--- src/rtl/vu_vmu_addr_gen.sv ---
// Vector-memory-unit load address generator: expands a strided vector-load command into
// one credit-gated memory request per element. Optional sim checks: VU_VMU_ADDR_GEN_CHECK_EN.
module vu_vmu_addr_gen #(
    parameter int ADDR_W = 32,
    parameter int VLEN_W = 8
) (
    input  logic              clk,
    input  logic              reset,
    input  logic              cmd_val,
    output logic              cmd_rdy,
    input  logic [ADDR_W-1:0] cmd_base,
    input  logic [ADDR_W-1:0] cmd_stride,
    input  logic [VLEN_W-1:0] cmd_vlen,
    input  logic              credit_ready,
    output logic              credit_take,
    output logic              req_val,
    input  logic              req_rdy,
    output logic [ADDR_W-1:0] req_addr,
    output logic [VLEN_W-1:0] req_tag,
    output logic              busy
);

    typedef enum logic {IDLE, ISSUE} state_t;

    localparam logic [VLEN_W-1:0] ONE = VLEN_W'(1);

    state_t            state, state_nxt;
    logic [ADDR_W-1:0] addr, addr_nxt;
    logic [ADDR_W-1:0] stride, stride_nxt;
    logic [VLEN_W-1:0] vlen, vlen_nxt;
    logic [VLEN_W-1:0] idx, idx_nxt;
    logic              fire;

    always_ff @(posedge clk) begin
        if (reset) begin
            state  <= IDLE;
            addr   <= '0;
            stride <= '0;
            vlen   <= '0;
            idx    <= '0;
        end else begin
            state  <= state_nxt;
            addr   <= addr_nxt;
            stride <= stride_nxt;
            vlen   <= vlen_nxt;
            idx    <= idx_nxt;
        end
    end

    // req_val depends only on state and credit, never on req_rdy
    always_comb begin
        state_nxt  = state;
        addr_nxt   = addr;
        stride_nxt = stride;
        vlen_nxt   = vlen;
        idx_nxt    = idx;
        cmd_rdy    = 1'b0;
        busy       = 1'b0;
        req_val    = 1'b0;
        fire       = 1'b0;
        case (state)
            IDLE: begin
                cmd_rdy = 1'b1;
                if (cmd_val && cmd_vlen != '0) begin
                    addr_nxt   = cmd_base;
                    stride_nxt = cmd_stride;
                    vlen_nxt   = cmd_vlen;
                    idx_nxt    = '0;
                    state_nxt  = ISSUE;
                end
            end
            ISSUE: begin
                busy    = 1'b1;
                req_val = credit_ready;
                fire    = credit_ready & req_rdy;
                if (fire) begin
                    addr_nxt = addr + stride;
                    idx_nxt  = idx + ONE;
                    if (idx == vlen - ONE)
                        state_nxt = IDLE;
                end
            end
            default: state_nxt = IDLE;
        endcase
    end

    assign credit_take = fire;
    assign req_addr    = addr;
    assign req_tag     = idx;

`ifdef VU_VMU_ADDR_GEN_CHECK_EN
`ifndef SYNTHESIS
    logic [10:0] busy_cmd_cnt;

    always_ff @(posedge clk) begin
        if (reset) begin
            busy_cmd_cnt <= '0;
        end else begin
            if (fire && !credit_ready)
                $display("%0t : vu_vmu_addr_gen : Error - request fired without credit", $time);
            if (busy && cmd_val) begin
                if (busy_cmd_cnt != 11'd1024)
                    busy_cmd_cnt <= busy_cmd_cnt + 11'd1;
                else
                    $display("%0t : vu_vmu_addr_gen : Error - cmd_val held while busy for over 1024 cycles", $time);
            end else begin
                busy_cmd_cnt <= '0;
            end
        end
    end
`endif
`endif

endmodule
--- config.mk ---
export PLATFORM = sky130hd
export DESIGN_NAME = vu_vmu_addr_gen
export DESIGN_NICKNAME = d
export VERILOG_FILES = /design/src/rtl/vu_vmu_addr_gen.sv
export SDC_FILE = /design/constraint.sdc
export NUM_CORES = 1
export LEC_CHECK = 0
export ABC_CLOCK_PERIOD_IN_PS = 8200
export CAP_MARGIN = 25
export CORE_MARGIN = 8
export CORE_UTILIZATION = 50
export CTS_CLUSTER_DIAMETER = 80
export DETAILED_ROUTE_END_ITERATION = 8
export GPL_TIMING_DRIVEN = 0
export PLACE_DENSITY = 0.8
export SLEW_MARGIN = 10
export SYNTH_ARGS = -nofsm -noshare
export SYNTH_HDL_FRONTEND = slang
export SYNTH_SLANG_ARGS = --single-unit
--- constraint.sdc ---
create_clock -name clk -period 8.2 [get_ports clk]
set_clock_uncertainty 0.1 [all_clocks]
set_input_delay 1.64 -clock clk [delete_from_list [all_inputs] [get_ports clk]]
set_output_delay 1.64 -clock clk [all_outputs]
set_load 0.005 [all_outputs]
### Yosys cells after proc, flatten, opt, wreduce, memory -nomap -nowiden

Cells that the tools add are included.

| storage, ports and cells | value |
|---|---|
| register bits | 81 |
| latch bits | 0 |
| bits in writable memories | 0 |
| bits in read-only memories | 0 |
| word-level logic and storage cells | 31 |
| memories kept | 0 |

| cells by class | value |
|---|---|
| add/subtract/negate cells | 3 |
| multipliers | 0 |
| divide/modulo/power cells | 0 |
| order comparisons | 0 |
| equality and inequality tests | 3 |
| shifts and indexed selects | 0 |
| mux-type cells | 14 |
| bitwise logic cells | 2 |
| reduce and logical (&&, ||, !) cells | 4 |

Operators with widths:

| kind | number |
|---|---|
| 32-bit two-way mux | 2 |
| 32-bit case mux with 2 select lines | 1 |
| 32-bit adder | 1 |
| 8-bit two-way mux | 2 |
| 8-bit case mux with 2 select lines | 1 |
| 8-bit by 1-bit adder with 8-bit output (second input constant) | 1 |
| 8-bit equality test | 1 |
| 8-bit nonzero test | 1 |
| 8-bit by 1-bit subtractor with 8-bit output (second input constant) | 1 |
| 1-bit two-way mux | 7 |
| 2-bit AND reduction | 2 |
| 2-bit by 1-bit inequality test with 1-bit output (second input constant) | 1 |
| 2-bit inequality test (second input constant) | 1 |
| 1-bit case mux with 2 select lines | 1 |
| 1-bit bitwise AND | 1 |
| 1-bit logical AND | 1 |
| 1-bit NOT | 1 |

### Depth between registers and ports, before layout

| depth | value |
|---|---|
| depth after elaboration | 5 |
| depth in mapped cells | 10 |

### Worst setup path before layout

No wires, ideal clock.

| path | value |
|---|---|
| path type | input to output |
| start point | input port credit_ready |
| end point | output port credit_take |
| arrival time | 2.296 ns |
| required time | 6.460 ns |
| setup slack | 4.164 ns |
| stages | 4 |
| path buffers | 1 |
| path through | and2_1 -> nand2_1 -> inv_1 -> clkbuf_1 |

| on the way | value |
|---|---|
| word-level cells in the longest chain between the ends | 2 |

RTL lines:

| element | RTL line | text |
|---|---|---|
| start, declared | 14 | `input logic credit_ready,` |
| 1-bit bitwise AND | 75 | `fire = credit_ready & req_rdy;` |
| 1-bit two-way mux | 61 | `case (state)` |
| end, declared | 15 | `output logic credit_take,` |

No other way between the ends.

### Final worst setup path

Same ends and word-level chain as after synthesis.

==> flow_summary.ini <==
[worst_setup_path]
slowest_delay_ns = 0.63
worstReg2RegStart = req_addr[0]
startpoint = credit_ready
reg2reg_slack_ns = 5.17
endpoint = credit_take
cp.arrival_ns = 3.80
cp-end-kind = output pin
cp_num_buf_inv = 4
reg2regPathDepth = 10
cpMaxStageDelayCell = clkdlybuf4s50_1
required_ns = 6.46
worstSetupStartpointType = input port
cp_max_fo = 10
cp_top_family = buffers and inverters
crit_type = input port to output pin
crit_path_frequent_cell = clkdlybuf4s50_1
cp_cell_sequence = clkdlybuf4s50_1 > and2_1 > nand2_1 > inv_1 > clkbuf_1 > clkdlybuf4s50_1
path_depth = 6
reg2reg_to = req_addr[22]

[logic_synthesis]
synth_edf_count = 0
yosys_warnings = 0
netlist_area_um2 = 5035
yosysTopAreaCellShare_pct = 32.21
async_flop_share_pct = 0
syn_area_per_cell_um2 = 7.710
ys_seq_area_share_pct = 32.21
ys_types = 60
ys_seq_elements = 81
synth_top_cells_by_area = dfxtp_1, nand2_1, a21oi_1, ha_1, xnor2_1
yosys.area.top_type = dfxtp_1
postSynthCellCount = 653
synthFlopType = dfxtp_1
synth_nets = 764

[clock_network]
numClockSinks = 81
cts_resized = 0
htreeDepth = 3
post_cts_buffers = 0
clock_tree.buffer_depth = 2
clock_latency_ns = 0.37
cts_made_buffers = 9
cts_tree = yes
postCtsHoldBufs = 0
path_clk_slew_ns = 0.09
cts-root-buf = clkbuf_8

[run]
drv_cap = 0

[die]
core_area_um2 = 9774
die_area_um2 = 13540
ioPinCount = 121
dieWidth_um = 116.3
start_util_pct = 51.51
std_cell_rows = 36
fp.dieH_um = 116.3

[placement]
dp_slack_ns = 2.740
place.gp.congestion = 0.9706
io_buffer_count = 120
hpwlAfterDp_um = 13100

[power_and_ir_drop]
powerDensity_nw_per_um2 = 157.5
p_leak_nw = 2.493
irDropWorstVdd_mv = 0.09738

[layout]
final_common_cell = nand2_1
final_cell_mix = nand2_1, clkdlybuf4s50_1, a21oi_1, dfxtp_1, nor2_1
diodes = 0
nNetsFinal = 895
drive_gt1_share_pct = 3.802
area_growth_pct = 30.89

[global_routing]
antenna_found_initial = 0
grt_start_max_net_pins = 14
first_global_vias = 5424
grt.total_usage_pct = 25.20
grt_pass1_wl_um = 26890
gr-total-overflow = 0

[sta]
post-route-period-util_pct = 67.59
period_minus_slack_ns = 5.542
grt_setup_unrepaired = no
finalHoldViolCount = 0
setup_viol = 0
max_freq_mhz = 180.4
tightest_slew_ns = 0.7711
fin_tns_setup_ns = 0
final_max_slew_viol_count = 0
setup_slack_ns = 2.658
relSlewSlack_pct = 48.60

[drt]
vias_per_cell = 5.798
vias = 5346
dr.pass1.iters = 5
wl_per_cell_um = 18.43
drt-total-wl_um = 16990
drt-initial-drc-count = 383
drc_errors = 0
drtAntennaViolNets = 0

[worst_hold_path]
min_path_type = register to register

[status]
status = completed
## cells in the mapped netlist (all sizes together), types with 6 or more instances
cell type	instances
mux2i	12
o21ai	22
o211ai	7
xor2	10
xnor2	26
inv	10
nor4	6
nor2	57
nand3	15
ha	33
a21o	8
a21oi	89
nor3	15
a211oi	26
clkbuf	34
dfxtp	81
nand2	128
and3	8
## cell families after synthesis
kind of cell / share of synthesized area [%]
xor gates and xnor gates: 6.262
buffers and inverters: 3.430
adders and majority gates: 8.599
DFF: 32.21
muxes: 2.386
and+or+nand+nor: 22.27
AOI/OAI and AO/OA: 24.85
## power breakdown
group          leakage, nW  switching, mW  total [mW]  internal, mW
clock network       0.0933          0.159       0.299         0.141
logic                 1.73          0.156       0.294         0.138
registers            0.666         0.0241       0.445         0.421
## stage by stage
| stage | power [mW] | cell area, um^2 | instances | hold WS, ns | utilization, % |
|---|---|---|---|---|---|
| 4_1_cts | 1.035 | 6590 | 922 | 0.3642 | 67.42 |
| 6_report | 1.038 | 6590 | 922 | 0.3624 | 67.42 |
| 3_5_place_dp | 0.7427 | 6402 | 906 | 0.3532 | 65.50 |
| 2_1_floorplan | 0.6171 | 5035 | 653 | 0.3400 | - |
| 3_3_place_gp | 0.7365 | 6402 | 906 | 0.3481 | 65.50 |
| 5_1_grt | 1.085 | 6590 | 922 | 0.3829 | 67.42 |
## routing by layer
metal,track usage [%],vias up,wire [um]
met5,0,-,0
met1,30.54,2511,7177
met2,43.03,205,8189
li1,-,2600,-
met3,5.016,30,1205
met4,9.594,0,417
## layout make-up
class                   count  area, um^2
flip-flops and latches     81        1622
well taps                 133       166.4
clock inverters             5       56.30
inverters                  10       37.54
multi-input cells         526        3241
fillers                   874        3184
plain buffers              36       135.1
clock buffers              11       131.4
repair buffers            120        1201
## sequential cells by signal (all words and copies together) (netlist names)
signal    flops
req_addr     32
req_tag       8
state         1
stride       32
vlen          8
## worst reg2reg max path: stages (launching register included)
cell,delay (ns)
dfxtp_1,0.34
ha_1,0.26
fa_1,0.46
a211oi_1,0.41
o211ai_2,0.15
nand3_2,0.12
nand4b_4,0.16
a31oi_4,0.28
o21ai_1,0.13
xnor2_1,0.14
a2111oi_0,0.37
## worst min path at each step
stage,startpoint,to,slack (ns),cells past startpoint
5_1_grt,stride[3],stride[3],0.38,2
4_1_cts,stride[4],stride[4],0.36,2
3_5_place_dp,stride[4],stride[4],0.35,2
3_3_place_gp,stride[5],stride[5],0.35,2
2_1_floorplan,stride[0],stride[0],0.34,2
6_report,stride[5],stride[5],0.36,2
Note: power is estimated with default switching activity, not from simulation.
